## src/rtl/fetch_unit_pkg.sv

```systemverilog
// Shared fetch-pipeline types and constants: FSM state encoding, NOP word, default reset PC.
package fetch_unit_pkg;

    typedef enum logic [1:0] {
        S_REQ  = 2'd0,
        S_HOLD = 2'd1,
        S_DROP = 2'd2
    } fetch_state_t;

    localparam logic [31:0] NOP_INSTR        = 32'h0000_0000;
    localparam logic [31:0] DEFAULT_RESET_PC = 32'h0000_0000;

    function automatic logic [31:0] pc_add(input logic [31:0] pc, input logic [31:0] inc);
        return pc + inc;
    endfunction

endpackage

```

## src/rtl/fetch_ifid_reg.sv

```systemverilog
// IF/ID pipeline register: flush > redirect-kill > stall > load; an unstalled cycle without a load inserts a bubble.
// Latency one edge; i_stall freezes all three outputs unless a flush or kill overrides it.
module fetch_ifid_reg
    import fetch_unit_pkg::*;
(
    input  logic        i_clk,
    input  logic        i_reset,
    input  logic        i_flush,
    input  logic        i_kill,
    input  logic        i_stall,
    input  logic        i_load,
    input  logic [31:0] i_instr,
    input  logic [31:0] i_pc8,
    output logic [31:0] o_instr,
    output logic [31:0] o_pc8,
    output logic        o_valid
);

    logic [31:0] r_instr;
    logic [31:0] r_pc8;
    logic        r_valid;

    always_ff @(posedge i_clk or posedge i_reset) begin
        if (i_reset) begin
            r_instr <= NOP_INSTR;
            r_pc8   <= 32'h0;
            r_valid <= 1'b0;
        end else if (i_flush) begin
            r_instr <= NOP_INSTR;
            r_valid <= 1'b0;
        end else if (i_kill) begin
            r_valid <= 1'b0;
        end else if (!i_stall) begin
            if (i_load) begin
                r_instr <= i_instr;
                r_pc8   <= i_pc8;
                r_valid <= 1'b1;
            end else begin
                r_valid <= 1'b0;
            end
        end
    end

    assign o_instr = r_instr;
    assign o_pc8   = r_pc8;
    assign o_valid = r_valid;

endmodule

```

## src/rtl/fetch_unit.sv

```systemverilog
// Instruction fetch: request FSM (S_REQ/S_HOLD/S_DROP) with a one-word skid register; InstrD is valid the edge after ImemAck.
// StallD parks an acked word in the skid register; FETCH_PERF_CNT_EN adds FetchCountD/ImemWaitCount counters.
module fetch_unit
    import fetch_unit_pkg::*;
#(
    parameter logic [31:0] RESET_PC = DEFAULT_RESET_PC
) (
    input  logic        clk,
    input  logic        reset,
    input  logic        StallD,
    input  logic        FlushD,
    input  logic        BranchTakenE,
    input  logic [31:0] BranchTargetE,
    output logic        ImemReq,
    output logic [31:0] ImemAddr,
    input  logic        ImemAck,
    input  logic [31:0] ImemRData,
    output logic [31:0] InstrD,
    output logic [31:0] PCPlus8D,
    output logic        ValidD
`ifdef FETCH_PERF_CNT_EN
    ,
    output logic [31:0] FetchCountD,
    output logic [31:0] ImemWaitCount
`endif
);

    fetch_state_t r_state, w_state_nxt;
    logic [31:0]  r_pcf, w_pcf_nxt;
    logic [31:0]  r_stale, w_stale_nxt;
    logic [31:0]  r_skid_instr, r_skid_pc;
    logic         r_run;
    logic         w_ack, w_load, w_kill, w_skid_we;
    logic [31:0]  w_load_instr, w_load_pc8;

    // r_run keeps the bus idle until the first edge after reset releases.
    always_ff @(posedge clk or posedge reset) begin
        if (reset) begin
            r_state      <= S_REQ;
            r_pcf        <= RESET_PC;
            r_stale      <= 32'h0;
            r_skid_instr <= NOP_INSTR;
            r_skid_pc    <= 32'h0;
            r_run        <= 1'b0;
        end else begin
            r_state <= w_state_nxt;
            r_pcf   <= w_pcf_nxt;
            r_stale <= w_stale_nxt;
            r_run   <= 1'b1;
            if (w_skid_we) begin
                r_skid_instr <= ImemRData;
                r_skid_pc    <= r_pcf;
            end
        end
    end

    always_comb begin
        w_state_nxt  = r_state;
        w_pcf_nxt    = r_pcf;
        w_stale_nxt  = r_stale;
        w_load       = 1'b0;
        w_kill       = 1'b0;
        w_skid_we    = 1'b0;
        w_load_instr = ImemRData;
        w_load_pc8   = pc_add(r_pcf, 32'd8);
        ImemReq      = r_run && (r_state != S_HOLD);
        ImemAddr     = (r_state == S_DROP) ? r_stale : r_pcf;
        w_ack        = ImemAck && ImemReq;

        unique case (r_state)
            S_REQ: begin
                if (BranchTakenE) begin
                    w_pcf_nxt = BranchTargetE;
                    w_kill    = 1'b1;
                    // The outstanding request must still complete on the bus; remember it.
                    if (!w_ack) begin
                        w_stale_nxt = r_pcf;
                        w_state_nxt = S_DROP;
                    end
                end else if (w_ack) begin
                    if (StallD) begin
                        w_skid_we   = 1'b1;
                        w_state_nxt = S_HOLD;
                    end else begin
                        w_load    = 1'b1;
                        w_pcf_nxt = pc_add(r_pcf, 32'd4);
                    end
                end
            end
            S_HOLD: begin
                if (BranchTakenE) begin
                    w_pcf_nxt   = BranchTargetE;
                    w_kill      = 1'b1;
                    w_state_nxt = S_REQ;
                end else if (!StallD) begin
                    w_load       = 1'b1;
                    w_load_instr = r_skid_instr;
                    w_load_pc8   = pc_add(r_skid_pc, 32'd8);
                    w_pcf_nxt    = pc_add(r_pcf, 32'd4);
                    w_state_nxt  = S_REQ;
                end
            end
            S_DROP: begin
                if (BranchTakenE) begin
                    w_pcf_nxt = BranchTargetE;
                end
                if (w_ack) begin
                    w_state_nxt = S_REQ;
                end
            end
            default: w_state_nxt = S_REQ;
        endcase
    end

    fetch_ifid_reg u_ifid (
        .i_clk   (clk),
        .i_reset (reset),
        .i_flush (FlushD),
        .i_kill  (w_kill),
        .i_stall (StallD),
        .i_load  (w_load),
        .i_instr (w_load_instr),
        .i_pc8   (w_load_pc8),
        .o_instr (InstrD),
        .o_pc8   (PCPlus8D),
        .o_valid (ValidD)
    );

`ifdef FETCH_PERF_CNT_EN
    logic [31:0] r_fetch_cnt;
    logic [31:0] r_wait_cnt;

    always_ff @(posedge clk or posedge reset) begin
        if (reset) begin
            r_fetch_cnt <= 32'h0;
            r_wait_cnt  <= 32'h0;
        end else begin
            if (w_load && !FlushD) begin
                r_fetch_cnt <= r_fetch_cnt + 32'd1;
            end
            if (ImemReq && !ImemAck) begin
                r_wait_cnt <= r_wait_cnt + 32'd1;
            end
        end
    end

    assign FetchCountD   = r_fetch_cnt;
    assign ImemWaitCount = r_wait_cnt;
`endif

endmodule

```

## config.mk

```make
export PLATFORM = sky130hd
export DESIGN_NAME = fetch_unit
export DESIGN_NICKNAME = d
export VERILOG_FILES = /design/src/rtl/fetch_unit_pkg.sv /design/src/rtl/fetch_ifid_reg.sv /design/src/rtl/fetch_unit.sv
export SDC_FILE = /design/constraint.sdc
export NUM_CORES = 1
export LEC_CHECK = 0
export BUFFER_PORTS_ARGS = -buffer_cell sky130_fd_sc_hd__buf_2
export CORE_ASPECT_RATIO = 1.2
export CORE_MARGIN = 10
export CORE_UTILIZATION = 45
export CTS_BUF_LIST = sky130_fd_sc_hd__clkbuf_8
export CTS_CLUSTER_DIAMETER = 50
export DETAILED_ROUTE_END_ITERATION = 12
export PLACE_DENSITY = 0.66
export SYNTH_ARGS = -nofsm -noshare
export SYNTH_HDL_FRONTEND = slang
export SYNTH_HIERARCHICAL = 1
export SYNTH_SLANG_ARGS = --single-unit
```

## constraint.sdc

```tcl
create_clock -name clk -period 5.4 [get_ports clk]
set_clock_uncertainty 0.2 [all_clocks]
set_input_delay 1.08 -clock clk [delete_from_list [all_inputs] [get_ports clk]]
set_output_delay 1.08 -clock clk [all_outputs]
set_load 0.01 [all_outputs]
```

==> reports/qor.yml <==
outcome:
  run_status: "finished, final reports clean"
cts:
  postCtsSetupBuffers: 0
  cts_hold_buf: 0
  cts.sinks: 196
  post_cts_resized: 0
  clkTransAtPathRegs_ns: 0.11
  cts_root_buffer: "clkbuf_8"
  htree_levels: 4
  cts_max_path_buffers: 2
  cts_buffers: 17
  clk_latency_ns: 0.49
  cts_tree: "built"
drt:
  ant_nets: 0
  vias: 7825
  drtIter0Drc: 547
  viasPerCell: 5.51
  drt_pass1_iterations: 5
  wl_per_cell_microns: 19.5
  drt-total-wl_microns: 27700
  drcViolationCount: 0
floorplan:
  rows: 61
  start_util_pct: 45.9
  ios: 168
  chipWidth_microns: 161
  die_h_microns: 189
  die_area_sq_mm: 0.0304
  core_area_sq_mm: 0.0234
setup_path:
  r2r_cells: 6
  cp.arrival_ns: 2.52
  start_kind: "flip-flop"
  reg2reg_slack_ns: 2.07
  worstSetupStartpoint: "r_state[1]"
  crit_type: "reg -> out"
  worstReg2RegEnd: "u_ifid/o_pc8[4]"
  r2r_start: "r_state[1]"
  critPathMaxFanout: 39
  end_kind: "primary output"
  worstSetupEndpoint: "ImemAddr[26]"
  required_ns: 4.12
sta:
  final.min_clock_period_ns: 3.80
  holdWs_ns: 0.298
  rsz0062_at_grt: "no"
  fin_crit_sh_pct: 70.3
  tightest_slew_ns: 1.12
  finalSetupViolations: 0
  tns_ns: 0
  hold_viol: 0
  fmax_mhz: 263
  drv_slew: 0
  relSlewSlack_pct: 25.1
synth:
  ys_ff_latch: 196
  synth_top_area_cell: "dfrtp_1"
  synth_cell_types: 51
  yosys-top-cells-area: "dfrtp_1, mux2_2, mux2i_1"
  netlist_instances: 969
  synth_edf_count: 0
  synth-main-ff-cell: "dfrtp_1"
  yosysSeqAreaShare_pct: 45.7
  synth_top_area_share_pct: 45.7
  async_flop_share_pct: 100
  yosysWarnings: 6
  synth_fp_nets: 1042
  avgSynthCellArea_sq_um: 11.1
  syn_area_sq_mm: 0.0107
global_route:
  grt_pass1_vias: 7881
  track_usage_pct: 18.2
  grt_first_pass_wirelength_microns: 45300
  overflow: 0
  antenna_found_initial: 5
  grt_max_degree: 72
cells_and_area:
  design_area_sq_mm: 0.0121
  nNetsFinal: 1165
  ff_latch_area_sq_mm: 0.00490
  drive_above_1_share_pct: 38.1
  multi_input_area_sq_mm: 0.00541
  fillers: 2171
  final_cell_mix: "dfrtp_1, mux2_2, buf_2"
  instances_no_fill: 1421
  area_growth_pct: 12.5
  final_common_cell: "dfrtp_1"
power:
  peakVddDrop_uv: 175
  power_density_mw_per_mm2: 356
  leakagePower_uw: 0.00511
  fin_total_pwr_uw: 4300
job:
  maxCapViolCount: 0
placement:
  placed_cell_area_sq_mm: 0.0117
  place_congestion: 0.874
  dpl.hpwl_microns: 19300
  port-buffer-count: 167
  placed_cells: 1388
worst_hold_path:
  min-delay-path-class: "reg -> reg"
==> cells in the mapped netlist, types with 4 or more instances <==
cell type,number
and4_1,4
or3_1,4
clkbuf_1,22
nand2_1,62
and3_1,6
o21ai_0,29
buf_6,7
buf_4,9
buf_1,4
a311oi_1,4
nor3_1,16
o22ai_1,13
o32ai_1,5
inv_1,8
xor2_1,35
buf_2,33
nor4_1,5
mux2_2,184
nor2_1,35
a2bb2oi_1,12
mux2i_1,52
nand3_1,45
nand2b_1,65
xnor2_1,18
dfrtp_1,196
a21oi_1,38
nand4_1,17
==> flip-flops by register name, summed over array words and instances (netlist names), 2 cells and up <==
register and flops:
r_pcf 32, r_skid_instr 32, r_skid_pc 32, r_stale 32
u_ifid/o_instr 32, u_ifid/o_pc8 32, r_state 2
==> critical path: stages, from the launching register on <==
cell and delay (ns):
dfrtp_1 0.48, nor2b_4 0.93, mux2_2 0.43, buf_2 0.14
==> cells by family (layout without fill, tap and decap cells) <==
family	after synthesis	in the layout	share of synthesized area (%)
adder cells (fa/ha/maj)	3	3	0.350
other	1	2	0.0350
buffers and inverters	85	221	4.19
XOR/XNOR	53	53	4.33
multiplexers	238	238	24.4
AND/OR/NAND/NOR	276	276	14.3
flip-flops	196	196	45.7
AO/OA/AOI/OAI	117	117	6.76
==> power by group <==
group / leakage (uW) / switching, uW / internal [uW]
Sequential: 0.00241 / 337 / 1840
Combinational: 0.00250 / 556 / 610
Clock: 0.000195 / 605 / 355
==> stage by stage <==
stage               setup slack [ns]  utilization, %
finish                          1.60            51.7
global route                    1.42            51.7
CTS                             1.56            51.7
detailed placement              1.78            50.0
global placement                1.87            50.0
floorplan                      0.622               -
==> cell type report <==
class | instances | share of cell area (%)
antenna | 1 | 0.0207
clock buffer | 18 | 2.05
clock inverter | 14 | 1.15
inverter | 8 | 0.290
multi-input combinational | 688 | 44.8
sequential | 196 | 40.6
tap | 315 | 3.26
timing repair buffer | 181 | 7.79
==> per-layer routing <==
metal	vias up	track usage [%]	wire length (microns)
li1	3684	-	-
met1	3862	23.6	11900
met2	240	28.6	12900
met3	31	6.23	2380
met4	8	4.84	381
met5	-	0	42
==> worst min path at each step <==
stage	end	from	slack, ns	depth (start not counted)
after global placement	r_stale[17]	r_stale[17]	0.26	2
after floorplan	r_stale[13]	r_stale[13]	0.25	2
after CTS	r_stale[20]	r_stale[20]	0.30	2
after detailed placement	u_ifid/o_pc8[5]	u_ifid/o_pc8[5]	0.27	1
final	r_stale[24]	r_stale[24]	0.30	2
after global routing	r_stale[4]	r_stale[4]	0.32	1
Note: power is estimated with default switching activity, not from simulation.
